===== config.mk =====
export PLATFORM = sky130hd
export DESIGN_NAME = mono_filter_pipe
export DESIGN_NICKNAME = d
export VERILOG_FILES = /design/src/rtl/mono_filter_pkg.sv /design/src/rtl/mono_filter_pipe_luma_calc.sv /design/src/rtl/mono_filter_pipe.sv
export SDC_FILE = /design/constraint.sdc
export NUM_CORES = 1
export LEC_CHECK = 0
export BUFFER_PORTS_ARGS = -buffer_cell sky130_fd_sc_hd__buf_2
export CORE_UTILIZATION = 56
export CTS_CLUSTER_SIZE = 16
export DETAILED_ROUTE_END_ITERATION = 6
export HOLD_SLACK_MARGIN = 0.03
export PLACE_DENSITY = 0.85
export SYNTH_ARGS = -nofsm -noshare
export SYNTH_HDL_FRONTEND = slang
export SYNTH_HIERARCHICAL = 1
export SYNTH_SLANG_ARGS = --single-unit
export TNS_END_PERCENT = 10

===== constraint.sdc =====
create_clock -name clk_vga -period 4.3 [get_ports clk_vga]
set_input_delay 0.215 -clock clk_vga [delete_from_list [all_inputs] [get_ports clk_vga]]
set_output_delay 0.215 -clock clk_vga [all_outputs]
set_load 0.02 [all_outputs]

===== src/rtl/mono_filter_pkg.sv =====
// Shared definitions for the monochrome filter pipeline: mode encodings,
// default Rec.709 luma weights, the sync/blank bundle and the mode decoder.
package mono_filter_pkg;

    localparam logic [2:0] MODE_COLOUR = 3'd0;
    localparam logic [2:0] MODE_GREEN  = 3'd1;
    localparam logic [2:0] MODE_AMBER  = 3'd2;
    localparam logic [2:0] MODE_WHITE  = 3'd3;
    localparam logic [2:0] MODE_TINT   = 3'd4;

    // Rec.709 weights as 8-bit fractions (0.2126, 0.7152, 0.0722 of 256)
    localparam int LUMA_KR = 54;
    localparam int LUMA_KG = 183;
    localparam int LUMA_KB = 18;

    typedef struct packed {
        logic hs;
        logic vs;
        logic blank;
    } timing_t;

    function automatic logic [2:0] decode_mode(input logic [2:0] mode);
        logic [2:0] res;
        case (mode)
            MODE_GREEN, MODE_AMBER, MODE_WHITE, MODE_TINT: res = mode;
            default:                                       res = MODE_COLOUR;
        endcase
        return res;
    endfunction

endpackage


===== src/rtl/mono_filter_pipe_luma_calc.sv =====
// Two-stage RGB -> luma: registered weighted products, then rounded and
// saturated sum. Usable wherever a CW-bit luma with 2-cycle latency is needed.
module luma_calc
    import mono_filter_pkg::*;
#(
    parameter int CW = 6,
    parameter int KR = LUMA_KR,
    parameter int KG = LUMA_KG,
    parameter int KB = LUMA_KB
) (
    input  logic          clk,
    input  logic          rst,
    input  logic [CW-1:0] r_i,
    input  logic [CW-1:0] g_i,
    input  logic [CW-1:0] b_i,
    output logic [CW-1:0] y_o
);

    localparam logic [CW+7:0] KR_W  = (CW+8)'(KR);
    localparam logic [CW+7:0] KG_W  = (CW+8)'(KG);
    localparam logic [CW+7:0] KB_W  = (CW+8)'(KB);
    localparam logic [CW+1:0] Y_MAX = (CW+2)'((2**CW) - 1);

    logic [CW+7:0] pr_q, pg_q, pb_q;
    logic [CW+9:0] sum_s;
    logic [CW+1:0] y_raw_s;
    logic [CW-1:0] y_d;

    // Round-to-nearest, then clamp in case custom weights sum above 256
    always_comb begin
        sum_s   = (CW+10)'(pr_q) + (CW+10)'(pg_q) + (CW+10)'(pb_q) + (CW+10)'(9'd128);
        y_raw_s = (CW+2)'(sum_s >> 4'd8);
        if (y_raw_s > Y_MAX) begin
            y_d = {CW{1'b1}};
        end else begin
            y_d = y_raw_s[CW-1:0];
        end
    end

    // Stage 1 products and stage 2 luma register
    always_ff @(posedge clk or posedge rst) begin
        if (rst) begin
            pr_q <= '0;
            pg_q <= '0;
            pb_q <= '0;
            y_o  <= '0;
        end else begin
            pr_q <= KR_W * (CW+8)'(r_i);
            pg_q <= KG_W * (CW+8)'(g_i);
            pb_q <= KB_W * (CW+8)'(b_i);
            y_o  <= y_d;
        end
    end

endmodule


===== src/rtl/mono_filter_pipe.sv =====
// Video filter between the generator and the VGA pins: colour, green, amber,
// white or tinted luma, with syncs delayed to match the 3-cycle pixel path.
module mono_filter_pipe
    import mono_filter_pkg::*;
#(
    parameter int   CW         = 6,
    parameter int   KR         = LUMA_KR,
    parameter int   KG         = LUMA_KG,
    parameter int   KB         = LUMA_KB,
    parameter logic HS_POL     = 1'b0,
    parameter logic VS_POL     = 1'b0,
    parameter logic FRAME_SYNC = 1'b1
) (
    input  logic          clk_vga,
    input  logic          rst,
    input  logic [2:0]    mode_req,
    input  logic [CW-1:0] tint_r,
    input  logic [CW-1:0] tint_g,
    input  logic [CW-1:0] tint_b,
    input  logic [CW-1:0] r_in,
    input  logic [CW-1:0] g_in,
    input  logic [CW-1:0] b_in,
    input  logic          hsync_in,
    input  logic          vsync_in,
    input  logic          blank_in,
    output logic [CW-1:0] r_out,
    output logic [CW-1:0] g_out,
    output logic [CW-1:0] b_out,
    output logic          hsync_out,
    output logic          vsync_out,
    output logic          blank_out,
    output logic [2:0]    mode_active,
    output logic          mode_pending
);

    localparam timing_t TIMING_IDLE = '{hs: ~HS_POL, vs: ~VS_POL, blank: 1'b1};

    logic [2:0]      req_dec_s, mode_sel_s, mode_active_q;
    logic            vs_edge_s, capture_s, vs_prev_q;
    logic [3*CW-1:0] tint_q, tint_sel_s;
    logic [3*CW-1:0] s1_pix_q, s2_pix_q, s1_tint_q, s2_tint_q;
    logic [2:0]      s1_mode_q, s2_mode_q;
    timing_t         s1_tim_q, s2_tim_q;
    logic [CW-1:0]   y_s, r_d, g_d, b_d;
    logic [2*CW-1:0] tpr_s, tpg_s, tpb_s;

    // On a frame edge the incoming pixel already takes the newly requested mode/tint
    always_comb begin
        req_dec_s = decode_mode(mode_req);
        vs_edge_s = (vsync_in == VS_POL) && (vs_prev_q != VS_POL);
        if (FRAME_SYNC && vs_edge_s) begin
            mode_sel_s = req_dec_s;
            tint_sel_s = {tint_r, tint_g, tint_b};
        end else begin
            mode_sel_s = mode_active_q;
            tint_sel_s = tint_q;
        end
        if (FRAME_SYNC) begin
            capture_s = vs_edge_s;
        end else begin
            capture_s = 1'b1;
        end
    end

    // Mode/tint latch and vsync edge history
    always_ff @(posedge clk_vga or posedge rst) begin
        if (rst) begin
            vs_prev_q     <= ~VS_POL;
            mode_active_q <= MODE_COLOUR;
            tint_q        <= '0;
        end else begin
            vs_prev_q <= vsync_in;
            if (capture_s) begin
                mode_active_q <= req_dec_s;
                tint_q        <= {tint_r, tint_g, tint_b};
            end
        end
    end

    assign mode_active  = mode_active_q;
    assign mode_pending = (req_dec_s != mode_active_q);

    luma_calc #(.CW(CW), .KR(KR), .KG(KG), .KB(KB)) u_luma (
        .clk (clk_vga),
        .rst (rst),
        .r_i (r_in),
        .g_i (g_in),
        .b_i (b_in),
        .y_o (y_s)
    );

    // Stage 3 mode mux; tint of full scale reproduces y exactly
    always_comb begin
        tpr_s = (2*CW)'(y_s) * ((2*CW)'(s2_tint_q[3*CW-1 -: CW]) + (2*CW)'(1'b1));
        tpg_s = (2*CW)'(y_s) * ((2*CW)'(s2_tint_q[2*CW-1 -: CW]) + (2*CW)'(1'b1));
        tpb_s = (2*CW)'(y_s) * ((2*CW)'(s2_tint_q[CW-1:0])       + (2*CW)'(1'b1));
        r_d = '0;
        g_d = '0;
        b_d = '0;
        if (s2_tim_q.blank) begin
            r_d = '0;
            g_d = '0;
            b_d = '0;
        end else begin
            case (s2_mode_q)
                MODE_GREEN: g_d = y_s;
                MODE_AMBER: begin
                    r_d = y_s;
                    g_d = {1'b0, y_s[CW-1:1]};
                end
                MODE_WHITE: begin
                    r_d = y_s;
                    g_d = y_s;
                    b_d = y_s;
                end
                MODE_TINT: begin
                    r_d = CW'(tpr_s >> CW);
                    g_d = CW'(tpg_s >> CW);
                    b_d = CW'(tpb_s >> CW);
                end
                default: {r_d, g_d, b_d} = s2_pix_q;
            endcase
        end
    end

    // Pixel/timing/mode delay line alongside the luma stages, plus output registers
    always_ff @(posedge clk_vga or posedge rst) begin
        if (rst) begin
            s1_pix_q  <= '0;
            s1_tim_q  <= TIMING_IDLE;
            s1_mode_q <= MODE_COLOUR;
            s1_tint_q <= '0;
            s2_pix_q  <= '0;
            s2_tim_q  <= TIMING_IDLE;
            s2_mode_q <= MODE_COLOUR;
            s2_tint_q <= '0;
            r_out     <= '0;
            g_out     <= '0;
            b_out     <= '0;
            hsync_out <= ~HS_POL;
            vsync_out <= ~VS_POL;
            blank_out <= 1'b1;
        end else begin
            s1_pix_q  <= {r_in, g_in, b_in};
            s1_tim_q  <= '{hs: hsync_in, vs: vsync_in, blank: blank_in};
            s1_mode_q <= mode_sel_s;
            s1_tint_q <= tint_sel_s;
            s2_pix_q  <= s1_pix_q;
            s2_tim_q  <= s1_tim_q;
            s2_mode_q <= s1_mode_q;
            s2_tint_q <= s1_tint_q;
            r_out     <= r_d;
            g_out     <= g_d;
            b_out     <= b_d;
            hsync_out <= s2_tim_q.hs;
            vsync_out <= s2_tim_q.vs;
            blank_out <= s2_tim_q.blank;
        end
    end

endmodule


# Word-level counts from Yosys, hierarchy flattened
# Index checks and enable logic that the tools add are counted.
[word_totals] wordCells=58 ff_bits=146 inputBits=44
[op_classes] bitwise=1 mul=6 eq_ne=9 magnitude_cmp=1 mux=8 addsub=6 reduce_logical=5
[ops] op="$pmux W6 S3" count=3
[ops] op="$mul A6 B7 Y12" count=3
[ops] op="$mux W6" count=4
[ops] op="$add A6 B1 Y7 const B" count=3
[ops] op="$add A16 B11 Y16" count=1
[ops] op="$add A16 B8 Y16 const B" count=1
[ops] op="$add A12 B14 Y15" count=1
[ops] op="$mul A8 B6 Y14 const A" count=1
[ops] op="$eq A3 B2 Y1 const B" count=4
[ops] op="$mul A5 B6 Y11 const A" count=1
[ops] op="$mul A4 B6 Y10 const A" count=1
[ops] op="$gt A8 B6 Y1 const B" count=1
[ops] op="$eq A3 B1 Y1 const B" count=2
[ops] op="$eq A3 B3 Y1 const B" count=2
[ops] op="$reduce_or A2 Y1" count=3
[ops] op="$reduce_or A4 Y1" count=1
[ops] op="$mux W3" count=1
[ops] op="$ne A3 B3 Y1" count=1
[ops] op="$logic_and A1 B1 Y1" count=1
[ops] op="$not A1 Y1" count=1

# Depth between registers and ports, before layout
[logic_depth] ltp_word=5 ltp_mapped=17 depth_no_buf=17

# Modules after synthesis
# Netlist, hierarchy kept.
[modules_own_cells] module="mono_filter_pipe" area_per_inst_um2=7099.3 cells_each=700 seq_area_each_um2=2638.8 instances=1
[modules_own_cells] module="luma_calc" area_per_inst_um2=3692.3 cells_each=355 seq_area_each_um2=1001.0 instances=1

# Worst setup path before layout
# OpenSTA, ideal clock, no wires.
[synth_path] path_type="register to register" startpoint="register s2_tint_q[12]" endpoint="register r_out[5]" setup_time_ns=0.138 stages_incl_launch_ff=17 path_buffers=0 arrival_ns=4.068 slack_ns=0.094 path_cell_list="dfrtp_1 > ha_1 > nand3_1 > xor2_1 > nor2b_1 > fa_1 > fa_1 > inv_1 > fa_1 > inv_1 > ha_1 > o21a_1 > o21ai_1 > nor3_1 > a2111oi_2 > xnor2_1 > o22ai_1"
[synth_between] elab_chain_len=4
[synth_rtl] element="start: declaration" line="mono_filter_pipe.sv:41" text="logic [3*CW-1:0] s1_pix_q, s2_pix_q, s1_tint_q, s2_tint_q;"
[synth_rtl] element="start signal: assignment" line="mono_filter_pipe.sv:151" text="s2_tint_q <= s1_tint_q;"
[synth_rtl] element="$add A6 B1 Y7" line="mono_filter_pipe.sv:94" text="tpr_s = (2*CW)'(y_s) * ((2*CW)'(s2_tint_q[3*CW-1 -: CW]) + (2*CW)'(1'b1));"
[synth_rtl] element="$mul A6 B7 Y12" line="mono_filter_pipe.sv:94"
[synth_rtl] element="$pmux W6 S3" line="mono_filter_pipe.sv:105" text="case (s2_mode_q)"
[synth_rtl] element="$mux W6" line="mono_filter_pipe.sv:100" text="if (s2_tim_q.blank) begin"
[synth_rtl] element="named net r_d[5]" line="mono_filter_pipe.sv:44" text="logic [CW-1:0] y_s, r_d, g_d, b_d;"
[synth_rtl] element="end signal: assignment" line="mono_filter_pipe.sv:152" text="r_out <= r_d;"
[synth_rtl] element="end: declaration" line="mono_filter_pipe.sv:26" text="output logic [CW-1:0] r_out,"
# The timed path passes the listed nets, and every way through them passes these cells.
# A chain may end at the register's enable or synchronous reset.

# Worst setup path after layout
[layout_path] startpoint="register s2_tint_q[7]" endpoint="register g_out[2]"
[layout_between] elab_chain_len=4
[layout_rtl] element="$add A6 B1 Y7" line="mono_filter_pipe.sv:95" text="tpg_s = (2*CW)'(y_s) * ((2*CW)'(s2_tint_q[2*CW-1 -: CW]) + (2*CW)'(1'b1));"
[layout_rtl] element="$mul A6 B7 Y12" line="mono_filter_pipe.sv:95"
[layout_rtl] element="$pmux W6 S3" line="mono_filter_pipe.sv:105"
[layout_rtl] element="$mux W6" line="mono_filter_pipe.sv:100"
[layout_rtl] element="named net g_d[2]" line="mono_filter_pipe.sv:44"
[layout_rtl] element="end signal: assignment" line="mono_filter_pipe.sv:153" text="g_out <= g_d;"
[layout_rtl] element="end: declaration" line="mono_filter_pipe.sv:27" text="output logic [CW-1:0] g_out,"
# The timed path passes the listed nets, and every way through them passes these cells.

==> impl_metrics.json <==
{
  "worstSetupPathType": "flop to flop",
  "slew_viol_final": 0,
  "r2r_cells": 16,
  "coreArea_mm2": 0.0188,
  "clock-sinks": 145,
  "yosysWarningCount": 6,
  "regArea_mm2": 0.00364,
  "fin_nets": 1453,
  "peakVddDrop_uv": 418,
  "multi_input_area_mm2": 0.00665,
  "r2r-start": "s2_tint_q[7]",
  "fillers": 1306,
  "antenna_found_initial": 0,
  "holdCritPathClass": "input port to flop",
  "numCtsBuffers": 17,
  "final_util_pct": 68.1,
  "grt_pass1_vias": 8539,
  "status": "finished, violations left",
  "htreeDepth": 4,
  "first_iter_violations": 491,
  "setup_ws_ns": -0.103,
  "slew_headroom_pct": 39.1,
  "post-route-min-period_ns": 4.40,
  "failed_checks": "setup timing",
  "num_antenna_cells": 0,
  "async_reset_ff_share_pct": 100,
  "cts_root_buf": "clkbuf_16",
  "finalHoldViolCount": 0,
  "hpwl_mm": 18.0,
  "grt_overflow": 0,
  "synth-edff-count": 0,
  "grt_max_degree": 58,
  "chipWidth_um": 141,
  "finalWeightedCongestion": 0.911,
  "synthTopCellsByCount": "inv_1, ha_1, dfrtp_1",
  "clk_latency_ns": 0.43,
  "syn-num-nets": 1313,
  "avgSynthCellArea_um2": 10.2,
  "io_buffer_count": 68,
  "fmax_mhz": 227,
  "drt-total-wl_mm": 25.8,
  "powerDensity_mw_per_mm2": 757,
  "power.leakage_uw": 0.00645,
  "skew_ns": 0.0116,
  "hold_path_end": "s1_mode_q[0]",
  "hp-start": "mode_req[0]",
  "clock_path_buffers": 2,
  "cts_tree": "yes",
  "period_share_pct": 102,
  "whs_ns": 0.0861,
  "critPathArrivalTime_ns": 4.74,
  "tightest_slew_ns": 0.914,
  "yosys.area.top_type_share_pct": 31.5,
  "row_count": 50,
  "required_ns": 4.63,
  "grt_setup_unrepaired": "yes",
  "yosysTopAreaCell": "dfrtp_1",
  "drc": 0,
  "first_pass_iters": 5,
  "syn_inst": 1055,
  "synth-main-ff-cell": "dfrtp_1",
  "ios": 69,
  "cap_viol_max_count": 0,
  "seq_area_frac_synth_pct": 33.7,
  "final_cells": 1442,
  "placed_cells": 1366,
  "reg2reg_slack_ns": -0.10,
  "ant_nets": 0,
  "power_uw": 9680,
  "synth.distinct_cells": 67,
  "clkSlewWorstSetupHoldPaths_ns": 0.07,
  "viasPerCell": 5.71,
  "timing.rr.end": "g_out[2]",
  "path_max_fanout": 3,
  "via_count": 8228,
  "syn_area_mm2": 0.0108,
  "initial_core_util_pct": 57.5,
  "synth.most_common_cell": "inv_1",
  "die_h_um": 141,
  "start_kind": "flop",
  "track_usage_pct": 26.8,
  "synth-seq-cells": 145,
  "endpoint_kind": "flop",
  "setup_violations": 2,
  "grt_first_pass_wirelength_mm": 41.0,
  "synthToLayoutAreaGrowth_pct": 18.4,
  "dieArea_mm2": 0.0198,
  "min_path_cells": 3,
  "wl_per_cell_um": 17.9,
  "yosys-top-cells-area": "dfrtp_1, ha_1, fa_1",
  "drive_gt1_share_pct": 16.4
}
-- critical path, stage by stage (launching register included) --
cell and delay [ns]:
dfrtp_1 0.38, ha_1 0.27, nand3_2 0.15, xor2_2 0.19, nor2b_1 0.26, fa_1 0.47, inv_1 0.09, fa_1 0.44
fa_1 0.53, inv_1 0.06, ha_1 0.31, nand4b_1 0.17, o21ai_4 0.26, a31oi_4 0.13, xnor2_1 0.21, nand2_1 0.11
a211oi_1 0.28
-- power by group --
| group | internal, uW | switching, uW |
|---|---|---|
| combinational | 2780 | 3530 |
| sequential | 1620 | 259 |
| clock | 826 | 656 |
-- sequential cells by signal (all words and copies together) (netlist names), 3 cells and up --
| signal | cells |
|---|---|
| u_luma/y_o | 6 |
| s2_mode_q | 3 |
| s1_tim_q | 3 |
| u_luma/pr_q | 11 |
| s1_mode_q | 3 |
| u_luma/pg_q | 13 |
| s2_pix_q | 18 |
| g_out | 6 |
| s1_pix_q | 18 |
| b_out | 6 |
| s1_tint_q | 18 |
| s2_tint_q | 18 |
| u_luma/pb_q | 10 |
| r_out | 6 |
| s2_tim_q | 3 |
-- cells by family after synthesis --
group                    Yosys count  synth area share [%]
AND/OR/NAND/NOR                  284                  13.3
flip-flops                       145                  33.7
XOR/XNOR                          74                  6.08
multiplexers                       2                 0.197
AO/OA/AOI/OAI                    158                  10.3
buffers and inverters            178                  6.24
adder cells (fa/ha/maj)          214                  30.2
-- layout make-up --
type	instances	area share, %
clock inverters	15	1.31
multi-input cells	732	52.0
inverters	154	4.54
well taps	234	2.29
repair buffers	145	7.97
clock buffers	17	3.33
flip-flops and latches	145	28.5
-- stage by stage --
step	setup TNS [ns]	instance area [um^2]	setup WS [ns]
global route	-0.998	12800	-0.197
detailed placement	-0.100	11600	-0.0991
floorplan	0	10800	0.0941
CTS	0	12600	0.00360
finish	-0.129	12800	-0.103
global placement	0	11600	0.0463
-- metal layers --
| metal | GRT usage (%) | wire length (um) | up-vias |
|---|---|---|---|
| met5 | 0 | 0 | - |
| met4 | 10.6 | 884 | 0 |
| met1 | 32.1 | 10000 | 4071 |
| met3 | 3.87 | 1440 | 84 |
| met2 | 48.5 | 13400 | 335 |
| li1 | - | - | 3738 |
-- how the worst max path moves through the flow --
stage | from | endpoint | slack, ns
3_5_place_dp | s2_tint_q[7] | g_out[0] | -0.1
6_report | s2_tint_q[7] | g_out[2] | -0.10
4_1_cts | s2_tint_q[0] | b_out[4] | 0.004
5_1_grt | s2_tint_q[7] | g_out[2] | -0.20
3_3_place_gp | s2_tint_q[6] | g_out[0] | 0.05
2_1_floorplan | s2_tint_q[12] | r_out[5] | 0.09
-- what timing repair did --
action / in CTS / in global routing
buffers inserted: 0 / 4
cloned: 0 / 0
endpoints found under the setup margin: 1 / 15
gates resized for setup: 2 / 36
pin swaps: 0 / 15
hold endpoints to repair: 137 / 0
hold buffers: 40 / 0
-- layout by cell type (no fill, tap or decap), types with 10 or more instances in the layout --
| cell | synthesis | layout |
|---|---|---|
| a21o_1 | 14 | 14 |
| a21oi_1 | 36 | 33 |
| a22oi_1 | 10 | 10 |
| and2_1 | 39 | 39 |
| buf_2 | 1 | 68 |
| buf_4 | 1 | 37 |
| clkbuf_16 | 0 | 17 |
| dfrtp_1 | 136 | 133 |
| dlygate4sd3_1 | 0 | 40 |
| fa_1 | 77 | 77 |
| ha_1 | 137 | 135 |
| inv_1 | 154 | 153 |
| nand2_1 | 98 | 98 |
| nand3_1 | 12 | 10 |
| nor2_1 | 40 | 39 |
| nor2b_1 | 56 | 51 |
| o21ai_0 | 24 | 21 |
| xnor2_1 | 42 | 42 |
| xor2_1 | 31 | 22 |
| xor2_2 | 1 | 10 |
No activity file was read; power rests on OpenSTA's default activity.
